<file path="src/rtl/fft_2_pkg.sv">
// Shared defaults and FSM encoding for the radix-2 butterfly.
// The state encoding is kept as plain constants so legacy users can compare raw bits.
package fft_2_pkg;

  localparam int WIDTH_DEF      = 12;
  localparam int PROD_WIDTH_DEF = 24;
  localparam int TIMEOUT_DEF    = 16;

  localparam int ST_W = 2;

  localparam logic [ST_W-1:0] ST_IDLE = 2'd0;
  localparam logic [ST_W-1:0] ST_WAIT = 2'd1;
  localparam logic [ST_W-1:0] ST_OUT  = 2'd2;

endpackage

</file>
<file path="src/rtl/saturate_2.sv">
// Clamps a wide signed product into the narrower signed sample range.
// The sat output flags that clamping took place.
module saturate_2
  import fft_2_pkg::*;
#(
  parameter int IN_W  = PROD_WIDTH_DEF,
  parameter int OUT_W = WIDTH_DEF
) (
  input  logic signed [IN_W-1:0]  din,
  output logic signed [OUT_W-1:0] dout,
  output logic                    sat
);

  // Range limits expressed at the input width so comparisons stay signed and exact.
  localparam logic signed [IN_W-1:0] MAX_V = {{(IN_W-OUT_W+1){1'b0}}, {(OUT_W-1){1'b1}}};
  localparam logic signed [IN_W-1:0] MIN_V = ~MAX_V;

  always_comb begin
    dout = din[OUT_W-1:0];
    sat  = 1'b0;
    if (din > MAX_V) begin
      dout = MAX_V[OUT_W-1:0];
      sat  = 1'b1;
    end else if (din < MIN_V) begin
      dout = MIN_V[OUT_W-1:0];
      sat  = 1'b1;
    end
  end

endmodule

</file>
<file path="src/rtl/butterfly_2.sv">
// Radix-2 butterfly: a = (x + p) >>> 1, b = (x - p) >>> 1, with p the saturated
// twiddle product delivered by an external multiplier after a bounded wait.
module butterfly_2
  import fft_2_pkg::*;
#(
  parameter int WIDTH      = WIDTH_DEF,
  parameter int PROD_WIDTH = PROD_WIDTH_DEF,
  parameter int TIMEOUT    = TIMEOUT_DEF
) (
  input  logic                         clk,
  input  logic                         rst_n,
  input  logic                         start,
  input  logic signed [WIDTH-1:0]      x_real,
  input  logic signed [WIDTH-1:0]      x_img,
  input  logic signed [PROD_WIDTH-1:0] prod_real,
  input  logic signed [PROD_WIDTH-1:0] prod_img,
  input  logic                         prod_rdy,
  output logic                         busy,
  output logic                         out_valid,
  output logic signed [WIDTH-1:0]      a_real,
  output logic signed [WIDTH-1:0]      a_img,
  output logic signed [WIDTH-1:0]      b_real,
  output logic signed [WIDTH-1:0]      b_img,
  output logic                         sat_flag,
  output logic                         timeout
);

  localparam int CNT_W = (TIMEOUT > 1) ? $clog2(TIMEOUT) : 1;
  localparam logic [CNT_W-1:0] CNT_LAST = CNT_W'(TIMEOUT - 1);

  logic [ST_W-1:0]  state_q, state_d;
  logic [CNT_W-1:0] cnt_q, cnt_d;

  logic signed [WIDTH-1:0] x_re_q, x_re_d;
  logic signed [WIDTH-1:0] x_im_q, x_im_d;
  logic signed [WIDTH-1:0] p_re_q, p_re_d;
  logic signed [WIDTH-1:0] p_im_q, p_im_d;
  logic                    psat_q, psat_d;

  logic signed [WIDTH-1:0] a_re_q, a_re_d;
  logic signed [WIDTH-1:0] a_im_q, a_im_d;
  logic signed [WIDTH-1:0] b_re_q, b_re_d;
  logic signed [WIDTH-1:0] b_im_q, b_im_d;
  logic                    sat_flag_q, sat_flag_d;
  logic                    out_valid_q, out_valid_d;
  logic                    timeout_q, timeout_d;

  logic signed [WIDTH-1:0] p_re_sat, p_im_sat;
  logic                    sat_re, sat_im;

  // Sums are widened by one bit, so the halved result always fits back in WIDTH.
  function automatic logic signed [WIDTH-1:0] half_sum(
    input logic signed [WIDTH-1:0] x,
    input logic signed [WIDTH-1:0] p
  );
    logic signed [WIDTH:0] s;
    s = {x[WIDTH-1], x} + {p[WIDTH-1], p};
    return WIDTH'(s >>> 1);
  endfunction

  function automatic logic signed [WIDTH-1:0] half_dif(
    input logic signed [WIDTH-1:0] x,
    input logic signed [WIDTH-1:0] p
  );
    logic signed [WIDTH:0] s;
    s = {x[WIDTH-1], x} - {p[WIDTH-1], p};
    return WIDTH'(s >>> 1);
  endfunction

  saturate_2 #(
    .IN_W  (PROD_WIDTH),
    .OUT_W (WIDTH)
  ) u_sat_re (
    .din  (prod_real),
    .dout (p_re_sat),
    .sat  (sat_re)
  );

  saturate_2 #(
    .IN_W  (PROD_WIDTH),
    .OUT_W (WIDTH)
  ) u_sat_im (
    .din  (prod_img),
    .dout (p_im_sat),
    .sat  (sat_im)
  );

  always_comb begin
    state_d     = state_q;
    cnt_d       = cnt_q;
    x_re_d      = x_re_q;
    x_im_d      = x_im_q;
    p_re_d      = p_re_q;
    p_im_d      = p_im_q;
    psat_d      = psat_q;
    a_re_d      = a_re_q;
    a_im_d      = a_im_q;
    b_re_d      = b_re_q;
    b_im_d      = b_im_q;
    sat_flag_d  = sat_flag_q;
    out_valid_d = 1'b0;
    timeout_d   = 1'b0;

    case (state_q)
      ST_IDLE: begin
        if (start) begin
          x_re_d  = x_real;
          x_im_d  = x_img;
          cnt_d   = '0;
          state_d = ST_WAIT;
        end
      end

      // A product arriving on the last allowed cycle still wins over the abort.
      ST_WAIT: begin
        if (prod_rdy) begin
          p_re_d  = p_re_sat;
          p_im_d  = p_im_sat;
          psat_d  = sat_re | sat_im;
          state_d = ST_OUT;
        end else if (cnt_q == CNT_LAST) begin
          timeout_d = 1'b1;
          state_d   = ST_IDLE;
        end else begin
          cnt_d = cnt_q + 1'b1;
        end
      end

      ST_OUT: begin
        a_re_d      = half_sum(x_re_q, p_re_q);
        a_im_d      = half_sum(x_im_q, p_im_q);
        b_re_d      = half_dif(x_re_q, p_re_q);
        b_im_d      = half_dif(x_im_q, p_im_q);
        sat_flag_d  = psat_q;
        out_valid_d = 1'b1;
        state_d     = ST_IDLE;
      end

      default: state_d = ST_IDLE;
    endcase
  end

  always_ff @(posedge clk or negedge rst_n) begin
    if (!rst_n) begin
      state_q     <= ST_IDLE;
      cnt_q       <= '0;
      x_re_q      <= '0;
      x_im_q      <= '0;
      p_re_q      <= '0;
      p_im_q      <= '0;
      psat_q      <= 1'b0;
      a_re_q      <= '0;
      a_im_q      <= '0;
      b_re_q      <= '0;
      b_im_q      <= '0;
      sat_flag_q  <= 1'b0;
      out_valid_q <= 1'b0;
      timeout_q   <= 1'b0;
    end else begin
      state_q     <= state_d;
      cnt_q       <= cnt_d;
      x_re_q      <= x_re_d;
      x_im_q      <= x_im_d;
      p_re_q      <= p_re_d;
      p_im_q      <= p_im_d;
      psat_q      <= psat_d;
      a_re_q      <= a_re_d;
      a_im_q      <= a_im_d;
      b_re_q      <= b_re_d;
      b_im_q      <= b_im_d;
      sat_flag_q  <= sat_flag_d;
      out_valid_q <= out_valid_d;
      timeout_q   <= timeout_d;
    end
  end

  assign busy      = (state_q != ST_IDLE);
  assign out_valid = out_valid_q;
  assign a_real    = a_re_q;
  assign a_img     = a_im_q;
  assign b_real    = b_re_q;
  assign b_img     = b_im_q;
  assign sat_flag  = sat_flag_q;
  assign timeout   = timeout_q;

endmodule

</file>
<file path="config.mk">
export PLATFORM = sky130hd
export DESIGN_NAME = butterfly_2
export DESIGN_NICKNAME = d
export VERILOG_FILES = /design/src/rtl/fft_2_pkg.sv /design/src/rtl/saturate_2.sv /design/src/rtl/butterfly_2.sv
export SDC_FILE = /design/constraint.sdc
export NUM_CORES = 1
export LEC_CHECK = 0
export BUFFER_PORTS_ARGS = -buffer_cell sky130_fd_sc_hd__buf_2
export CORE_ASPECT_RATIO = 1.75
export CORE_MARGIN = 2
export CORE_UTILIZATION = 40
export DETAILED_ROUTE_END_ITERATION = 6
export PLACE_DENSITY = 0.69
export SYNTH_ARGS = -nofsm -noshare
export SYNTH_HDL_FRONTEND = slang
export SYNTH_SLANG_ARGS = --single-unit
</file>
<file path="constraint.sdc">
create_clock -name clk -period 4.72 [get_ports clk]
set_input_delay 0.472 -clock clk [delete_from_list [all_inputs] [get_ports clk]]
set_output_delay 0.472 -clock clk [all_outputs]
set_load 0.02 [all_outputs]
</file>
Yosys cells after proc, flatten, opt, wreduce, memory -nomap -nowiden
Index checks and enable logic that the tools add are counted.
{"block": "word_totals", "regBits": 106, "input_bits": 76, "output_inout_bits": 52, "wordCells": 58}
{"block": "classes", "addsub": 5, "magnitude_cmp": 4, "n_eq_ne": 7, "muxes": 20, "bitwise_logic": 1, "reduce_logical": 7}
{"op": "$gt A24 B12 Y1 const B", "n": 2}
{"op": "$lt A24 B12 Y1 const B", "n": 2}
{"op": "$mux W12", "n": 4}
{"op": "$add A12 B12 Y13", "n": 2}
{"op": "$sub A12 B12 Y13", "n": 2}
{"op": "$mux W4", "n": 3}
{"op": "$mux W1", "n": 8}
{"op": "$pmux W4 S2", "n": 1}
{"op": "$mux W2", "n": 3}
{"op": "$ne A2 B2 Y1 const B", "n": 3}
{"op": "$reduce_and A2 Y1", "n": 3}
{"op": "$add A4 B1 Y4 const B", "n": 1}
{"op": "$eq A4 B4 Y1 const B", "n": 1}
{"op": "$pmux W2 S2", "n": 1}
{"op": "$reduce_and A4 Y1", "n": 1}
{"op": "$reduce_bool A2 Y1", "n": 2}
{"op": "$ne A3 B3 Y1 const B", "n": 1}
{"op": "$eq A2 B1 Y1 const B", "n": 1}
{"op": "$eq A2 B2 Y1 const B", "n": 1}
{"op": "$logic_not A2 Y1", "n": 1}
{"op": "$or A1 B1 Y1", "n": 1}

Longest topological paths before layout
{"block": "depth", "ltp_word": 4, "depth_mapped": 9, "ltp_nobuf": 8}

Modules after synthesis
Synthesis repeated with hierarchy kept, for this count alone.
{"block": "hier_totals", "hier_cells": 726, "area_unflattened_um2": 6774.0}
{"module": "butterfly_2", "n_inst": 1, "cells_each": 680, "area_per_inst_um2": 6398.6, "seq_area_each_um2": 2652.5}
{"module": "saturate_2", "n_inst": 2, "cells_each": 23, "area_per_inst_um2": 187.7, "seq_area_each_um2": 0.0}

Worst setup path before layout
Ideal clock, no wire load.
{"block": "synth_timing", "kind": "reg-to-reg", "start": "register x_re_q[2]", "end": "register b_re_q[8], in the netlist b_real[8]", "setup_time_ns": 0.069, "arrival_time_ns": 2.089, "t_required_ns": 4.651, "slack_ns": 2.562, "stages_incl_launch_ff": 9, "cell_sequence": "dfrtp_1 -> ha_1 -> buf_6 -> a21oi_4 -> o21ai_2 -> a41o_1 -> o31a_1 -> or4_1 -> nand3_1"}
{"block": "synth_between", "elab_chain_len": 1}
{"item": "from (decl)", "line_no": "butterfly_2.sv:34", "rtl": "logic signed [WIDTH-1:0] x_re_q, x_re_d;"}
{"item": "from (signal assigned)", "line_no": "butterfly_2.sv:162", "rtl": "x_re_q <= x_re_d;"}
{"item": "$sub A12 B12 Y13", "line_no": "butterfly_2.sv:66", "rtl": "s = {x[WIDTH-1], x} - {p[WIDTH-1], p};"}
{"item": "to (signal assigned)", "line_no": "butterfly_2.sv:169", "rtl": "b_re_q <= b_re_d;"}
{"item": "to (decl)", "line_no": "butterfly_2.sv:42", "rtl": "logic signed [WIDTH-1:0] b_re_q, b_re_d;"}
No other way between the ends.
A chain may end at the register's enable or synchronous reset.

Final worst setup path
{"block": "layout_timing", "start": "register p_im_q[1]", "end": "register a_im_q[9], in the netlist a_img[9]"}
{"block": "layout_between", "elab_chain_len": 1}
{"item": "from (decl)", "line_no": "butterfly_2.sv:37", "rtl": "logic signed [WIDTH-1:0] p_im_q, p_im_d;"}
{"item": "from (signal assigned)", "line_no": "butterfly_2.sv:165", "rtl": "p_im_q <= p_im_d;"}
{"item": "$add A12 B12 Y13", "line_no": "butterfly_2.sv:57", "rtl": "s = {x[WIDTH-1], x} + {p[WIDTH-1], p};"}
{"item": "to (signal assigned)", "line_no": "butterfly_2.sv:168", "rtl": "a_im_q <= a_im_d;"}
{"item": "to (decl)", "line_no": "butterfly_2.sv:41", "rtl": "logic signed [WIDTH-1:0] a_im_q, a_im_d;"}
No other way between the ends.

==> impl_summary.md <==
Critical path
The worst setup path is of the register to register kind. Data on the critical path arrives at its endpoint at 2.86 ns. The biggest fanout along the worst timing path is 3.

The worst setup path is launched from a register. The critical path launch point is p_im_q[1]$_DFFE_PN0P_. For the worst setup path, the data required time is 4.97 ns. The launch instance of the worst register-to-register path is p_im_q[1]$_DFFE_PN0P_.

STA classifies the critical path endpoint as a register.

Clocking
The number of hold buffers added after CTS was 0. Once the clock tree was built, the resizer swapped 0 gates to a different size. Clock-pin slew was measured on the worst setup and hold paths at 0.08 ns. The setup fix buffers added after clock tree synthesis is 0. The sink count of the clock tree is 106. Counting along the longest clock path gives a buffer depth of 2. The later pin in the worst-skew pair is clocked with a latency of 0.35 ns.

The H-tree depth is 3. In this run, CTS created clock tree buffers numbering 9. TritonCTS built the clock tree.

Clock tree synthesis selected as its root buffer the cell sky130_fd_sc_hd__clkbuf_16.

Route
The length of the first detailed-routing pass in iterations is 4. The detailed router's first-iteration violation count is 169. The detail route stage leaves a number of antenna-violating nets equal to 0. The via total after detailed routing is 5052.

Dividing the detail-routed wire length by the instance count gives 16.1 um. The post-route DRC violation count is 0. The total wire length is 15400 um. The via density per instance is 5.28.

Logic synthesis
Averaged over all synthesized cells, the footprint is 9.38 um2. Synthesis inferred 106 register bits. Synthesis produced 663 cells. After synthesis the cells add up to 6220 um2.

The number of flops mapped to enable cells by yosys is 0. The distinct cell type count of the synthesized netlist is 63. The dominant synthesized flop cell is sky130_fd_sc_hd__dfrtp_1. The post-synthesis async set-or-reset flop share is 100%. Yosys printed 0 warnings.

The total nets after synthesis is 788. Summing the sequential cell areas from Yosys gives 42.6% of the chip area.

GRT
The largest net degree at the start of global routing is 70. After global routing the overflow that remains totals 0. The via count of the first global-routing pass is 5150. The global-route wire length before repair is 25000 um. The number of antenna violations at the first check in global routing is 0.

For this run, the total global-route usage over all layers was measured as 18.7%.

Pwr
Summed over all nets, the switching power comes to 0.00257 W. Net switching is 46.0% of the power. Power comes to 0.00558 W. The internal power is 0.00301 W.

The clock network power share is 13.1%. Dividing total power by cell area gives a power density of 770 nW/um2. Sequential cells account for 28.4% of the total power. The portion of total power attributed to combinational logic is 58.5%. The maximum vdd ir drop is 0.000251 V. The leakage power of the design is 3.46 nW.

Timing
The worst-case setup margin in the final layout is 2.11 ns. The final setup skew is 0.0107 ns. The max-slew headroom at the worst pin is 32.4%. For the pin with the worst max-slew slack, the measured transition is 1.01 ns. Setup violations remaining at the end of the flow were counted as 0. Setup repair after global routing left no endpoint under its margin. The post-route setup TNS is 0 ns. The period utilization is 55.2%. The minimum hold slack is 0.224 ns. After layout, the minimum clock period comes to 2.61 ns.

The number of pins with negative max-slew slack in the final report was 0. The maximum clock rate is 384 MHz. The hold violation total from the final report came to 0.

Finish
The share of post-route cells with drive strength above 1 is 23.5%. Compared with the post-synthesis result, the final layout area differs by 16.6%. The number of antenna repair diodes is 0. The final net count is 891.

The core occupancy in the finished layout is 47.4%.

Floorplanning
For this configuration, the core starts out at a cell density of 40.6%. The I/O pin count is 128. The die covers 16600 um2.

The die outline height is 169 um. The core outline area is 15300 um2. From left edge to right edge, the die measures 98.3 um. The floorplan has 60 rows.

Place
The setup slack at placement is 2.17 ns. The total of buffers placed on input and output ports is 127. Once detailed placement completed, the half-perimeter wirelength came to 11800 um. The placer congestion estimate is 0.969.

Run
Across the run, the number of max-cap violations was 0.

Outcome
The run finished with clean final reports.

Hold path
In this run the worst hold path is classified as input port to async pin.
-- cells in the final DEF (no fill, tap or decap), types with 5 or more instances in the layout --
cell	Yosys	final
sky130_fd_sc_hd__a21o_1	6	6
sky130_fd_sc_hd__a21oi_1	22	22
sky130_fd_sc_hd__buf_2	6	126
sky130_fd_sc_hd__buf_4	0	6
sky130_fd_sc_hd__clkbuf_16	0	9
sky130_fd_sc_hd__dfrtp_1	106	106
sky130_fd_sc_hd__ha_1	45	45
sky130_fd_sc_hd__inv_1	41	41
sky130_fd_sc_hd__mux2_2	22	22
sky130_fd_sc_hd__nand2_1	68	68
sky130_fd_sc_hd__nand2b_1	12	11
sky130_fd_sc_hd__nand3_1	12	12
sky130_fd_sc_hd__nand4_1	7	7
sky130_fd_sc_hd__nor2_1	43	42
sky130_fd_sc_hd__nor2b_1	8	8
sky130_fd_sc_hd__nor3_1	17	17
sky130_fd_sc_hd__nor3b_1	5	5
sky130_fd_sc_hd__nor4_1	9	9
sky130_fd_sc_hd__o211ai_1	15	15
sky130_fd_sc_hd__o21ai_0	65	65
sky130_fd_sc_hd__o21bai_1	5	5
sky130_fd_sc_hd__o22ai_1	10	10
sky130_fd_sc_hd__o31ai_1	10	10
sky130_fd_sc_hd__xnor2_1	22	22
sky130_fd_sc_hd__xor2_1	7	7
-- cell usage after synthesis, types with 3 or more instances --
library cell                 n  area share, %
sky130_fd_sc_hd__ha_1       45            9.1
sky130_fd_sc_hd__o21a_1      4           0.48
sky130_fd_sc_hd__nor3_1     17            1.4
sky130_fd_sc_hd__dfrtp_1   106             43
sky130_fd_sc_hd__buf_1       3           0.18
sky130_fd_sc_hd__o21bai_1    5           0.60
sky130_fd_sc_hd__clkbuf_1   29            1.8
sky130_fd_sc_hd__nor2b_1     8           0.80
sky130_fd_sc_hd__nand3_1    12           0.97
sky130_fd_sc_hd__o22ai_1    10            1.0
sky130_fd_sc_hd__nor2_1     43            2.6
sky130_fd_sc_hd__or2_2       3           0.30
sky130_fd_sc_hd__o31ai_1    10            1.2
sky130_fd_sc_hd__o211ai_1   15            1.8
sky130_fd_sc_hd__or3_1       3           0.30
sky130_fd_sc_hd__nand4_1     7           0.70
sky130_fd_sc_hd__xor2_1      7           0.99
sky130_fd_sc_hd__o21ai_0    65            5.2
sky130_fd_sc_hd__o311ai_0    4           0.56
sky130_fd_sc_hd__fa_1        4            1.3
sky130_fd_sc_hd__a211oi_1    4           0.48
sky130_fd_sc_hd__nand2b_1   12            1.2
sky130_fd_sc_hd__a21o_1      6           0.72
sky130_fd_sc_hd__xnor2_1    22            3.1
sky130_fd_sc_hd__nand2_1    68            4.1
sky130_fd_sc_hd__mux2_2     22            4.0
sky130_fd_sc_hd__a21boi_0    3           0.36
sky130_fd_sc_hd__nor4_1      9           0.91
sky130_fd_sc_hd__a31oi_1     3           0.30
sky130_fd_sc_hd__and3_1      3           0.30
sky130_fd_sc_hd__a21oi_1    22            1.8
sky130_fd_sc_hd__buf_2       6           0.48
sky130_fd_sc_hd__nor3b_1     5           0.60
sky130_fd_sc_hd__inv_1      41            2.5
-- sequential cells by signal, summed over array words and instances (netlist names) --
signal and count:
a_img 12, a_real 12, b_img 12, b_real 12, cnt_q 4, out_valid 1, p_im_q 12, p_re_q 12
psat_q 1, sat_flag 1, state_q 2, timeout 1, x_im_q 12, x_re_q 12
-- cells by family (layout without fill, tap and decap cells) --
logic type,after synthesis,count (layout),share of synthesized area (%)
adders and majority gates,49,49,10.3
xor gates and xnor gates,29,29,4.08
muxes,24,24,4.31
buffers and inverters,82,190,5.21
and+or+nand+nor,197,197,15.1
DFF,106,106,42.6
AOI/OAI and AO/OA,176,176,18.3
-- area by class of cell --
class	instances	area (um2)
repair buffers	132	676
clock buffers	10	239
flip-flops and latches	106	2650
clock inverters	6	48.8
well taps	186	233
fillers	1521	8060
multi-input cells	475	3250
inverters	42	158
-- layer usage --
metal  global-route usage (%)  up-vias  part of all wire [%]
met2                     35.7      101                    56
met4                     7.62        0                   3.3
met5                        0        -                     0
met1                     20.7     2388                    38
li1                         -     2536                     -
met3                     2.39       27                   2.7
-- critical path: stages (launching register included) --
cell	delay (ns)
sky130_fd_sc_hd__dfrtp_1	0.41
sky130_fd_sc_hd__inv_1	0.11
sky130_fd_sc_hd__fa_1	0.45
sky130_fd_sc_hd__o21bai_1	0.17
sky130_fd_sc_hd__a21oi_1	0.15
sky130_fd_sc_hd__o311ai_0	0.58
sky130_fd_sc_hd__a21boi_0	0.31
sky130_fd_sc_hd__xnor2_1	0.18
sky130_fd_sc_hd__o21ai_0	0.17
-- final timing paths --
path,to,cells after the start,slack (ns)
worst min-delay path,x_re_q[9]$_DFFE_PN0P_,1,0.22
max in group asynchronous,p_im_q[8]$_DFFE_PN0P_,2,3.44
min in group clk,x_re_q[1]$_DFFE_PN0P_,3,0.34
worst min register to register,b_img[2]$_DFFE_PN0P_,2,0.47
worst max register to register,a_img[9]$_DFFE_PN0P_,8,2.11
worst max-delay path,a_img[9]$_DFFE_PN0P_,8,2.11
-- power by group through the flow --
stage | Sequential [W] | Combinational (W) | Clock, W
after detailed placement | 0.00161 | 0.00325 | 0
after floorplan | 0.00178 | 0.00226 | 0
after CTS | 0.00159 | 0.00327 | 0.000753
after global placement | 0.00159 | 0.00321 | 0
after global routing | 0.00164 | 0.00366 | 0.000789
final | 0.00159 | 0.00327 | 0.000731
-- stage by stage --
stage / cell area (um2) / instances
2_1_floorplan: 6220 / 663
3_3_place_gp: 6970 / 941
3_5_place_dp: 6970 / 941
4_1_cts: 7250 / 957
5_1_grt: 7250 / 957
6_report: 7250 / 957
No activity file was read; power rests on OpenSTA's default activity.
